==> src/rtl/fb_pkg.sv <==
// Shared types and sizing helpers for the framebuffer read-modify-write controller.
package fb_pkg;

  typedef enum logic [2:0] {
    ST_IDLE,
    ST_RD_WAIT,
    ST_MERGE,
    ST_WRITE,
    ST_DONE
  } fb_state_e;

  localparam int unsigned RD_LAT_MAX = 4;
  localparam int unsigned CNT_W      = $clog2(RD_LAT_MAX);

  function automatic int unsigned lanes_f(input int unsigned data_w, input int unsigned pix_w);
    return data_w / pix_w;
  endfunction

  function automatic int unsigned lane_log2_f(input int unsigned data_w, input int unsigned pix_w);
    return $clog2(lanes_f(data_w, pix_w));
  endfunction

endpackage

==> src/rtl/fb_lane_merge.sv <==
// Lane operator on a RAM word: insert a pixel into one lane, or isolate one lane
// (all other lanes zeroed) for display-side extraction.
module fb_lane_merge
  import fb_pkg::*;
#(
  parameter int unsigned PIX_W  = 8,
  parameter int unsigned DATA_W = 32
) (
  input  logic                                    isolate_i,
  input  logic [DATA_W-1:0]                       word_i,
  input  logic [lane_log2_f(DATA_W, PIX_W)-1:0]   lane_i,
  input  logic [PIX_W-1:0]                        pix_i,
  output logic [DATA_W-1:0]                       word_o
);

  localparam int unsigned LANES     = lanes_f(DATA_W, PIX_W);
  localparam int unsigned LANE_LOG2 = lane_log2_f(DATA_W, PIX_W);

  always_comb begin
    word_o = '0;
    for (int k = 0; k < LANES; k++) begin
      if (lane_i == LANE_LOG2'(k)) begin
        word_o[k*PIX_W +: PIX_W] = isolate_i ? word_i[k*PIX_W +: PIX_W] : pix_i;
      end else begin
        word_o[k*PIX_W +: PIX_W] = isolate_i ? '0 : word_i[k*PIX_W +: PIX_W];
      end
    end
  end

endmodule

==> src/rtl/fb_rmw_controller.sv <==
// Framebuffer controller: scan-driven display reads plus a handshaked
// read-modify-write path that owns the RAM port while a write is in flight.
module fb_rmw_controller
  import fb_pkg::*;
#(
  parameter int unsigned PIX_W    = 8,
  parameter int unsigned DATA_W   = 32,
  parameter int unsigned IMG_LOG2 = 9,
  parameter int unsigned ADDR_W   = 2 * IMG_LOG2,
  parameter int unsigned RD_LAT   = 2
) (
  input  logic                                         clk,
  input  logic                                         reset,
  input  logic                                         row_major,
  input  logic                                         lane_swap,
  input  logic [9:0]                                   scan_x,
  input  logic [9:0]                                   scan_y,
  output logic                                         pix_tick,
  output logic [PIX_W-1:0]                             pix_out,
  input  logic                                         wr_valid,
  output logic                                         wr_ready,
  input  logic [ADDR_W-1:0]                            wr_addr,
  input  logic [PIX_W-1:0]                             wr_pix,
  output logic                                         wr_done,
  output logic [ADDR_W-lane_log2_f(DATA_W, PIX_W)-1:0] ram_addr,
  input  logic [DATA_W-1:0]                            ram_rdata,
  output logic [DATA_W-1:0]                            ram_wdata,
  output logic                                         ram_we
);

  localparam int unsigned LANES     = lanes_f(DATA_W, PIX_W);
  localparam int unsigned LANE_LOG2 = lane_log2_f(DATA_W, PIX_W);

  fb_state_e             state_q, state_d;
  logic [CNT_W-1:0]      cnt_q, cnt_d;
  logic [ADDR_W-1:0]     waddr_q, waddr_d;
  logic [PIX_W-1:0]      wpix_q, wpix_d;
  logic [DATA_W-1:0]     ram_wdata_q, ram_wdata_d;
  logic                  ram_we_q, ram_we_d;
  logic                  wr_done_q, wr_done_d;
  logic                  pix_tick_q;
  logic [PIX_W-1:0]      pix_out_q, pix_out_d;

  logic [ADDR_W-1:0]     disp_p_c;
  logic                  disp_oor_c;
  logic [LANE_LOG2-1:0]  lane_dl_q [RD_LAT];
  logic [RD_LAT-1:0]     oor_dl_q;
  logic [LANE_LOG2-1:0]  disp_lane_c;
  logic [DATA_W-1:0]     disp_iso_c;
  logic [PIX_W-1:0]      disp_pix_c;
  logic [DATA_W-1:0]     merged_c;

  // Pixel address from scan coordinates; the column-major view swaps x and y.
  assign disp_p_c = row_major ? ADDR_W'({scan_y[IMG_LOG2-1:0], scan_x[IMG_LOG2-1:0]})
                              : ADDR_W'({scan_x[IMG_LOG2-1:0], scan_y[IMG_LOG2-1:0]});
  assign disp_oor_c = ((scan_x >> IMG_LOG2) != 10'd0) || ((scan_y >> IMG_LOG2) != 10'd0);

  // Lane/blank side-band delayed to line up with ram_rdata; frozen during writes.
  always_ff @(posedge clk or posedge reset) begin
    if (reset) begin
      for (int i = 0; i < RD_LAT; i++) lane_dl_q[i] <= '0;
      oor_dl_q <= '0;
    end else if (state_q == ST_IDLE) begin
      lane_dl_q[0] <= disp_p_c[LANE_LOG2-1:0];
      oor_dl_q[0]  <= disp_oor_c;
      for (int i = 1; i < RD_LAT; i++) begin
        lane_dl_q[i] <= lane_dl_q[i-1];
        oor_dl_q[i]  <= oor_dl_q[i-1];
      end
    end
  end

  assign disp_lane_c = lane_swap ? ~lane_dl_q[RD_LAT-1] : lane_dl_q[RD_LAT-1];

  fb_lane_merge #(.PIX_W(PIX_W), .DATA_W(DATA_W)) u_disp_sel (
    .isolate_i (1'b1),
    .word_i    (ram_rdata),
    .lane_i    (disp_lane_c),
    .pix_i     ({PIX_W{1'b0}}),
    .word_o    (disp_iso_c)
  );

  always_comb begin
    disp_pix_c = '0;
    for (int k = 0; k < LANES; k++) disp_pix_c = disp_pix_c | disp_iso_c[k*PIX_W +: PIX_W];
  end

  fb_lane_merge #(.PIX_W(PIX_W), .DATA_W(DATA_W)) u_wr_merge (
    .isolate_i (1'b0),
    .word_i    (ram_rdata),
    .lane_i    (waddr_q[LANE_LOG2-1:0]),
    .pix_i     (wpix_q),
    .word_o    (merged_c)
  );

  always_ff @(posedge clk or posedge reset) begin
    if (reset) begin
      state_q     <= ST_IDLE;
      cnt_q       <= '0;
      waddr_q     <= '0;
      wpix_q      <= '0;
      ram_wdata_q <= '0;
      ram_we_q    <= 1'b0;
      wr_done_q   <= 1'b0;
      pix_tick_q  <= 1'b0;
      pix_out_q   <= '0;
    end else begin
      state_q     <= state_d;
      cnt_q       <= cnt_d;
      waddr_q     <= waddr_d;
      wpix_q      <= wpix_d;
      ram_wdata_q <= ram_wdata_d;
      ram_we_q    <= ram_we_d;
      wr_done_q   <= wr_done_d;
      pix_tick_q  <= ~pix_tick_q;
      pix_out_q   <= pix_out_d;
    end
  end

  always_comb begin
    state_d     = state_q;
    cnt_d       = cnt_q;
    waddr_d     = waddr_q;
    wpix_d      = wpix_q;
    ram_wdata_d = ram_wdata_q;
    ram_we_d    = 1'b0;
    wr_done_d   = 1'b0;
    pix_out_d   = pix_out_q;
    case (state_q)
      ST_IDLE: begin
        pix_out_d = oor_dl_q[RD_LAT-1] ? '0 : disp_pix_c;
        if (wr_valid) begin
          waddr_d = wr_addr;
          wpix_d  = wr_pix;
          cnt_d   = '0;
          state_d = ST_RD_WAIT;
        end
      end
      ST_RD_WAIT: begin
        if (cnt_q == CNT_W'(RD_LAT - 1)) state_d = ST_MERGE;
        else                             cnt_d   = cnt_q + CNT_W'(1);
      end
      ST_MERGE: begin
        ram_wdata_d = merged_c;
        ram_we_d    = 1'b1;
        state_d     = ST_WRITE;
      end
      ST_WRITE: begin
        wr_done_d = 1'b1;
        state_d   = ST_DONE;
      end
      ST_DONE:  state_d = ST_IDLE;
      default:  state_d = ST_IDLE;
    endcase
  end

  // The write owns the RAM port from accept until it returns to IDLE.
  assign ram_addr  = (state_q == ST_IDLE) ? disp_p_c[ADDR_W-1:LANE_LOG2]
                                          : waddr_q[ADDR_W-1:LANE_LOG2];
  assign wr_ready  = (state_q == ST_IDLE) && !reset;
  assign ram_we    = ram_we_q;
  assign ram_wdata = ram_wdata_q;
  assign wr_done   = wr_done_q;
  assign pix_tick  = pix_tick_q;
  assign pix_out   = pix_out_q;

endmodule

==> config.mk <==
export PLATFORM = sky130hd
export DESIGN_NAME = fb_rmw_controller
export DESIGN_NICKNAME = d
export VERILOG_FILES = /design/src/rtl/fb_pkg.sv /design/src/rtl/fb_lane_merge.sv /design/src/rtl/fb_rmw_controller.sv
export SDC_FILE = /design/constraint.sdc
export NUM_CORES = 1
export LEC_CHECK = 0
export CAP_MARGIN = 20
export CELL_PAD_IN_SITES_DETAIL_PLACEMENT = 1
export CELL_PAD_IN_SITES_GLOBAL_PLACEMENT = 1
export CORE_MARGIN = 3
export CORE_UTILIZATION = 32
export DETAILED_ROUTE_END_ITERATION = 10
export PLACE_DENSITY_LB_ADDON = 0.1
export SYNTH_ARGS = -nofsm -noshare
export SYNTH_HDL_FRONTEND = slang
export SYNTH_SLANG_ARGS = --single-unit
==> constraint.sdc <==
create_clock -name clk -period 2.4 [get_ports clk]
set_input_delay 0.48 -clock clk [delete_from_list [all_inputs] [get_ports clk]]
set_output_delay 0.48 -clock clk [all_outputs]
set_load 0.05 [all_outputs]
* After elaboration in Yosys (flattened, before gate mapping)
Index checks and enable logic that the tools add are counted.
** Word-level totals
- Register bits after elaboration :: 80
- Input bits :: 83
- Output and inout bits :: 60
- Logic and storage cells :: 61
** Operators by class
- $add $sub $neg :: 1
- Eq/ne operators :: 13
- Multiplexer cells :: 20
- Bitwise gates (word level) :: 5
- Reductions and logical operators :: 10
** Operators with widths (number)
- $mux 8 :: 9
- $or 8x8->8 :: 3
- $mux 18 :: 1
- $mux 16 :: 1
- $pmux 3 s4 :: 1
- $eq 2x2->1 const B :: 4
- $eq 2x1->1 const B :: 3
- $eq 3x2->1 const B :: 2
- $mux 2 :: 3
- $mux 3 :: 2
- $ne 2x2->1 const B :: 3
- $logic_not 2->1 :: 2
- $pmux 2 s2 :: 1
- $reduce_and 2->1 :: 2
- $eq 3x1->1 const B :: 1
- $logic_not 3->1 :: 1
- $reduce_and 3->1 :: 1
- $add 2x1->2 const B :: 1
- $mux 1 :: 2
- $not 2->2 :: 1
- $reduce_bool 2->1 :: 1
- $logic_and 1x1->1 :: 1
- $logic_not 1->1 :: 1
- $logic_or 1x1->1 :: 1
- $not 1->1 :: 1

* Longest topological paths before layout
Gate-level depths: netlist (run 1).
- Word-level depth :: 8
- Mapped depth :: 7
- Gate-level depth less buffers :: 5

* By module
Synthesis (run 1) repeated with hierarchy kept, for this count alone.
** Second synthesis, totals
- Cell total of the unflattened synthesis :: 504
- Area total of the unflattened synthesis :: 5137.4 sq um
** By module, submodules not included
- fb_rmw_controller :: instances 1, cells an instance 276, area each 3578.4 sq um, seq. area each 2001.9 sq um
- fb_lane_merge :: instances 2, cells an instance 114, area each 779.5 sq um, seq. area each 0.0 sq um

* Worst setup path after synthesis (run 1)
OpenSTA, ideal clock, no wires.
- Path kind :: register to output
- Start :: register state_q[0]
- End :: output ram_addr[0]
- Data arrival time :: 2240 ps
- Data required time :: 1920 ps
- Path slack :: -320 ps
- Stages on the path, launching flop included :: 6
- Cells stage by stage :: dfrtp_1 > buf_6 > or3_1 > buf_2 > buf_2 > o21ai_0
** On the way
- Word-level cells in the longest chain between the ends :: 2
** RTL lines
- start: declaration :: line fb_rmw_controller.sv:34 : fb_state_e state_q, state_d;
- start signal: assignment :: line fb_rmw_controller.sv:108 : state_q <= state_d;
- $logic_not 3->1 :: line fb_rmw_controller.sv:158 : assign ram_addr = (state_q == ST_IDLE) ? disp_p_c[ADDR_W-1:LANE_LOG2]
- $mux 16 :: line fb_rmw_controller.sv:158
- end: declaration :: line fb_rmw_controller.sv:25 : output logic [ADDR_W-lane_log2_f(DATA_W, PIX_W)-1:0] ram_addr,
Every way passes these cells.

* Worst setup path in the final report (run 1)
- Start :: register state_q[2]
- End :: output ram_addr[0]
Same word-level chain as after synthesis.

==> impl_metrics.sql, run 1 <==
INSERT INTO impl_metrics (metric_group, metric, value, unit) VALUES
('run_status', 'status', 'finished clean', ''),
('cells_and_area', 'drive_gt1_share', '14.7', '%'),
('cells_and_area', 'register_area', '2000', 'um2'),
('timing', 'setup_violations', '0', ''),
('worst_setup_path', 'worst_path_largest_cell_delay', '550', 'ps'),
('run', 'max_cap_viol_count', '0', ''),
('hold_path', 'hold-path-cell-count', '1', ''),
('grt', 'antenna_found_initial', '0', ''),
('cells_and_area', 'multi_input_area', '2140', 'um2'),
('floorplan', 'placementRows', '42', ''),
('cts', 'ctsLongestPathBuffers', '2', ''),
('worst_setup_path', 'ff_to_ff_end', 'pix_out[0]$_DFFE_PP0N_', ''),
('logic_synthesis', 'synthDominantCellAreaShare', '45.9', '%'),
('drt', 'drcViolationCount', '0', ''),
('worst_setup_path', 'type_of_element_launching_the_critical_path', 'flop', ''),
('cts', 'cts_setup_buffers', '0', ''),
('floorplan', 'coreArea', '13300', 'um2'),
('logic_synthesis', 'syn_area_per_cell', '11.0', 'um2'),
('grt', 'number_of_global_route_vias_before_repair', '3886', ''),
('logic_synthesis', 'yosysWarnings', '0', ''),
('drt', 'routed_wl', '13.6', 'mm'),
('placed_design', 'gp_congestion', '0.741', ''),
('cts', 'clk_latency', '340', 'ps'),
('drt', 'avgRoutedWirePerCell', '19.1', 'um'),
('worst_setup_path', 'regToRegStartpoint', 'lane_dl_q[1]$_DFFE_PP0N_', ''),
('cells_and_area', 'num_antenna_cells', '0', ''),
('worst_setup_path', 'maximum_fanout_along_the_worst_path', '34', ''),
('drt', 'detail-route-antenna-nets', '0', ''),
('placed_design', 'detailedPlacementHpwl', '10.0', 'mm'),
('power_and_ir_drop', 'power.net_switching', '0.00455', 'W'),
('worst_setup_path', 'ff2ff_path_depth', '3', ''),
('power_and_ir_drop', 'internal_cell_power', '0.00537', 'W'),
('grt', 'overflow', '0', ''),
('worst_setup_path', 'setup.worst_path.end_class', 'output pin', ''),
('grt', 'grt_usage', '19.1', '%'),
('cts', 'cts_repair_resize_count', '1', ''),
('placed_design', 'dp_slack', '123', 'ps'),
('worst_setup_path', 'worst_ep_required_time', '1920', 'ps'),
('hold_path', 'hold_start', 'pix_tick$_DFF_PP0_', ''),
('power_and_ir_drop', 'power.sequential.fraction', '24.9', '%'),
('cts', 'clock_sinks', '80', ''),
('drt', 'post_drt_via_cell_ratio', '4.97', ''),
('cts', 'cts_root_buf', 'clkbuf_16', ''),
('worst_setup_path', 'timing_worst_setup_path_type', 'flop to output pin', ''),
('worst_setup_path', 'cp_slowest_cell', 'or3_4', ''),
('timing', 'report.final.slew_viol_count', '0', ''),
('hold_path', 'min_delay_worst_endpoint', 'pix_tick$_DFF_PP0_', ''),
('drt', 'dr.pass1.iters', '4', ''),
('cells_and_area', 'fin_util', '48.1', '%'),
('logic_synthesis', 'syn-num-nets', '482', ''),
('logic_synthesis', 'synth.distinct_cells', '40', ''),
('cts', 'cts_hold_buf', '0', ''),
('worst_setup_path', 'timing.critical_path.cells', 'or3_4, o21ai_0, buf_12', ''),
('timing', 'layout_min_cycle_time', '2300', 'ps'),
('timing', 'timing.final.hold_violations', '0', ''),
('drt', 'dr_total_vias', '3547', ''),
('cells_and_area', 'final.fill_count', '1435', ''),
('logic_synthesis', 'ys_ff_latch', '80', ''),
('hold_path', 'hold_path_class', 'flop to flop', ''),
('timing', 'fin_crit_sh', '95.8', '%'),
('drt', 'drt_first_iter_violations', '188', ''),
('cts', 'cts-htree-levels', '3', ''),
('floorplan', 'die-width', '123', 'um'),
('power_and_ir_drop', 'clockPowerShare', '13.8', '%'),
('floorplan', 'floorplan.io_pins', '143', ''),
('logic_synthesis', 'syn-instance-count', '398', ''),
('timing', 'setup_ws', '99.9', 'ps'),
('power_and_ir_drop', 'power.density', '1550', 'nW/um2'),
('placed_design', 'io_buffer_count', '142', ''),
('logic_synthesis', 'yosys.area.top_type', 'dfrtp_1', ''),
('grt', 'grt_pass1_wl', '21.8', 'mm');
-- power groups by stage --
stage / clock (W) / combinational, W / sequential, W
4_1_cts: 0.00140 / 0.00616 / 0.00248
3_5_place_dp: 0 / 0.00612 / 0.00249
5_1_grt: 0.00147 / 0.00646 / 0.00257
2_1_floorplan: 0 / 0.00295 / 0.00336
6_report: 0.00137 / 0.00608 / 0.00247
3_3_place_gp: 0 / 0.00603 / 0.00248
-- cell usage in the layout (no fill, tap or decap), types with 6 or more instances in the layout --
cell type / synthesis / routed
mux2i_1: 75 / 75
clkbuf_16: 0 / 9
a21oi_1: 40 / 40
o21ai_0: 10 / 6
buf_4: 5 / 9
nand2_1: 33 / 33
clkdlybuf4s50_1: 0 / 125
a22o_1: 9 / 9
dfrtp_1: 80 / 80
mux2_4: 18 / 18
buf_12: 2 / 20
mux2_2: 8 / 8
nor2_1: 37 / 37
o21ai_1: 12 / 16
-- cell families after synthesis --
group	share of synthesized area, %
fa+ha+maj	0.287
compound gates	11.3
flops	45.9
mux	26.5
simple gates	10.8
buf+inv	5.25
-- worst max-delay path, delay by kind of cell (launching register included) --
family / cells / cell delay (ps)
AO/OA/AOI/OAI: 1 / 360
buffers and inverters: 1 / 190
flip-flops: 1 / 370
AND/OR/NAND/NOR: 1 / 550
-- stage by stage --
step | cell area [um2] | total power [W] | TNS, ps | std cells | hold WS (ps)
2_1_floorplan | 4370 | 0.00631 | -640 | 398 | 439
4_1_cts | 6390 | 0.0100 | 0 | 714 | 425
6_report | 6390 | 0.00991 | 0 | 714 | 421
3_3_place_gp | 6100 | 0.00851 | 0 | 699 | 408
5_1_grt | 6390 | 0.0105 | 0 | 714 | 454
3_5_place_dp | 6100 | 0.00861 | 0 | 699 | 412
-- routing by layer --
layer  wire, um  global-route usage [%]  vias to the layer above
met4        218                    6.65                        0
met2       6510                    29.8                       82
met5          0                       0                        -
met1       6160                    26.1                     1763
li1           -                       -                     1690
met3        759                    4.24                       12
-- final cells by class --
type	instances	area share [%]
Clock buffer	12	3.86
Clock inverter	3	0.665
Inverter	4	0.294
Multi-Input combinational cell	285	33.5
Sequential cell	80	31.3
Tap cell	176	3.44
Timing Repair Buffer	154	26.9
-- flip-flops by register name, indices dropped and copies added, names as in the netlist --
register,flops
ram_wdata,32
waddr_q,18
pix_out,8
wpix_q,8
lane_dl_q,4
state_q,3
cnt_q,2
oor_dl_q,2
pix_tick,1
ram_we,1
wr_done,1
-- cell usage after synthesis (all sizes together) --
library cell / count
a21oi: 40
a22o: 9
a22oi: 1
a311oi: 1
a31oi: 2
a32o: 5
and2: 1
and3b: 2
buf: 27
clkbuf: 2
dfrtp: 80
ha: 1
inv: 4
mux2: 26
mux2i: 75
mux4: 2
nand2: 33
nand2b: 5
nand3: 5
nand3b: 2
nor2: 39
nor2b: 5
nor3: 1
nor3b: 2
o21ai: 22
o22ai: 1
o311a: 1
o31ai: 1
or2b: 1
or3: 1
or4b: 1
-- worst max-delay path by stage --
| stage | slack (ps) | depth (start not counted) | end | from |
|---|---|---|---|---|
| after CTS | 70 | 3 | ram_addr[1] | state_q[2]$_DFFE_PP0P_ |
| after global routing | 10 | 3 | ram_addr[0] | state_q[2]$_DFFE_PP0P_ |
| after detailed placement | 120 | 5 | ram_addr[9] | row_major |
| after floorplan | -320 | 5 | ram_addr[0] | state_q[0]$_DFFE_PP0P_ |
| after global placement | 180 | 5 | ram_addr[1] | row_major |
| final | 100 | 3 | ram_addr[0] | state_q[2]$_DFFE_PP0P_ |
Power figures use the tool's default switching activity.
==> run 2: changes to the inputs <==
--- a/config.mk
+++ b/config.mk
@@ -14,2 +14,3 @@
 export PLACE_DENSITY_LB_ADDON = 0.1
+export SKIP_LAST_GASP = 1
 export SYNTH_ARGS = -nofsm -noshare
==> constraint.sdc (replaced) <==
create_clock -name clk -period 2.4 [get_ports clk]
set_input_delay 0.36 -clock clk [delete_from_list [all_inputs] [get_ports clk]]
set_output_delay 0.36 -clock clk [all_outputs]
set_load 0.05 [all_outputs]
==> impl_metrics.sql, run 2 (same netlist as run 1, synthesis figures left out) <==
INSERT INTO impl_metrics (metric_group, metric, value, unit) VALUES
('cells_and_area', 'final.fill_count', '1435', ''),
('floorplan', 'die-width', '123', 'um'),
('cts', 'cts_root_buf', 'clkbuf_16', ''),
('hold_path', 'hold_path_class', 'flop to flop', ''),
('worst_setup_path', 'type_of_element_launching_the_critical_path', 'flop', ''),
('cts', 'clk_latency', '350', 'ps'),
('grt', 'grt_usage', '19.3', '%'),
('timing', 'report.final.slew_viol_count', '0', ''),
('cts', 'cts_setup_buffers', '0', ''),
('floorplan', 'initial_utilization', '32.8', '%'),
('drt', 'post_drt_via_cell_ratio', '4.98', ''),
('timing', 'setup_violations', '0', ''),
('timing', 'layout_min_cycle_time', '2180', 'ps'),
('timing', 'tightest_slew', '666', 'ps'),
('cells_and_area', 'commonest_non_fill_non_tap_cell_in_the_layout', 'clkdlybuf4s50_1', ''),
('cts', 'cts_hold_buf', '0', ''),
('timing', 'max_transition_margin', '55.5', '%'),
('placed_design', 'detailedPlacementHpwl', '10.3', 'mm'),
('worst_setup_path', 'cp.arrival', '1820', 'ps'),
('worst_setup_path', 'setup.worst_path.end_class', 'output pin', ''),
('floorplan', 'die_h', '123', 'um'),
('worst_setup_path', 'worst_ep_required_time', '2040', 'ps'),
('cells_and_area', 'fin_util', '48.6', '%'),
('grt', 'maximum_number_of_pins_on_one_net_before_global_route_repair', '66', ''),
('timing', 'fmax', '0.459', 'GHz'),
('run', 'max_cap_viol_count', '0', ''),
('timing', 'timing.final.hold_violations', '0', ''),
('grt', 'overflow', '0', ''),
('floorplan', 'die_area', '15100', 'um2'),
('cts', 'cts-buffers-inserted', '9', ''),
('cts', 'cts-htree-levels', '3', ''),
('power_and_ir_drop', 'total_power', '0.0101', 'W'),
('grt', 'number_of_global_route_vias_before_repair', '3799', ''),
('drt', 'drcViolationCount', '0', ''),
('cts', 'clock_sinks', '80', ''),
('worst_setup_path', 'timing_worst_setup_path_type', 'flop to output pin', ''),
('cells_and_area', 'drive_gt1_share', '15.8', '%'),
('cts', 'cts_tree', 'done', ''),
('grt', 'grt_pass1_wl', '21.7', 'mm'),
('drt', 'dr.pass1.iters', '4', ''),
('floorplan', 'coreArea', '13300', 'um2'),
('floorplan', 'floorplan.io_pins', '143', ''),
('drt', 'routed_wl', '13.9', 'mm'),
('cells_and_area', 'largest_register_ffs', '32', ''),
('cells_and_area', 'num_antenna_cells', '0', ''),
('placed_design', 'gp_congestion', '0.756', ''),
('run_status', 'status', 'finished clean', ''),
('timing', 'clock-skew-final', '8.57', 'ps'),
('drt', 'dr_total_vias', '3581', ''),
('timing', 'fin_crit_sh', '90.8', '%'),
('drt', 'drt_first_iter_violations', '119', ''),
('power_and_ir_drop', 'leakage', '2.82', 'nW'),
('cells_and_area', 'final_cell_mix', 'clkdlybuf4s50_1, dfrtp_1, mux2i_1', ''),
('timing', 'rsz0062_at_grt', 'false', ''),
('placed_design', 'io_buffer_count', '142', ''),
('placed_design', 'placedCellCount', '703', ''),
('cells_and_area', 'final_cells', '719', ''),
('cts', 'cts_repair_resize_count', '1', ''),
('timing', 'final.setup.tns', '0', 'ps'),
('drt', 'avgRoutedWirePerCell', '19.4', 'um'),
('cts', 'clk_pin_slew_worst_paths', '60', 'ps'),
('worst_setup_path', 'maximum_fanout_along_the_worst_path', '34', ''),
('cells_and_area', 'layout.nets', '622', ''),
('power_and_ir_drop', 'peakVddDrop', '773', 'uV'),
('floorplan', 'placementRows', '42', ''),
('cts', 'ctsLongestPathBuffers', '2', ''),
('grt', 'antenna_found_initial', '0', ''),
('drt', 'detail-route-antenna-nets', '0', ''),
('cells_and_area', 'syn2layout_area_growth', '48.2', '%'),
('power_and_ir_drop', 'power.density', '1560', 'nW/um2');
run 2: cell type report:
cell class                 count  area [um2]  share of cell area [%]
clock buffer                  11         253                    3.91
sequential                    80        2000                    31.0
tap                          176         220                    3.41
multi-input combinational    285        2140                    33.2
clock inverter                 5        78.8                    1.22
timing repair buffer         158        1750                    27.1
inverter                       4        18.8                   0.290
run 2: path summary, 6_finish.rpt:
| kind | start | endpoint | slack (ps) | cells past startpoint |
|---|---|---|---|---|
| max | state_q[2]$_DFFE_PP0P_ | ram_addr[0] | 220 | 3 |
| min | pix_tick$_DFF_PP0_ | pix_tick$_DFF_PP0_ | 420 | 1 |
| max in group asynchronous | reset | ram_wdata[8]$_DFFE_PP0N_ | 1330 | 3 |
| max reg2reg | state_q[2]$_DFFE_PP0P_ | waddr_q[7]$_DFFE_PP0P_ | 620 | 4 |
| min reg2reg | pix_tick$_DFF_PP0_ | pix_tick$_DFF_PP0_ | 420 | 1 |
| min in group asynchronous | reset | waddr_q[14]$_DFFE_PP0P_ | 490 | 2 |
run 2: routing by layer:
metal	track usage [%]	part of all wire (%)
met5	0	0
met4	6.09	1.8
met3	4.38	5.1
met2	30.3	48
met1	26.4	45
run 2: power breakdown:
group	switching [W]	internal (W)	total [W]
registers	0.000498	0.00197	0.00247
clock network	0.000564	0.000966	0.00153
logic	0.00352	0.00260	0.00612
run 2: worst max-delay path, cell delays in order (launching register included):
cell     delay [ps]
dfrtp_1         380
or3_4           550
o21ai_0         360
buf_12          180
run 2: through the flow:
| stage | worst slack, ps | area, um2 | hold WS, ps |
|---|---|---|---|
| floorplan | -200 | 4370 | 439 |
| global placement | 337 | 6130 | 409 |
| detailed placement | 307 | 6130 | 415 |
| CTS | 196 | 6460 | 424 |
| global route | 116 | 6460 | 452 |
| finish | 220 | 6460 | 421 |
==> run 3: changes to the inputs <==
ABC_AREA = 0   (was unset)
==> results of run 3 <==
Final layout, timing and power as in run 2 (identical DEF).
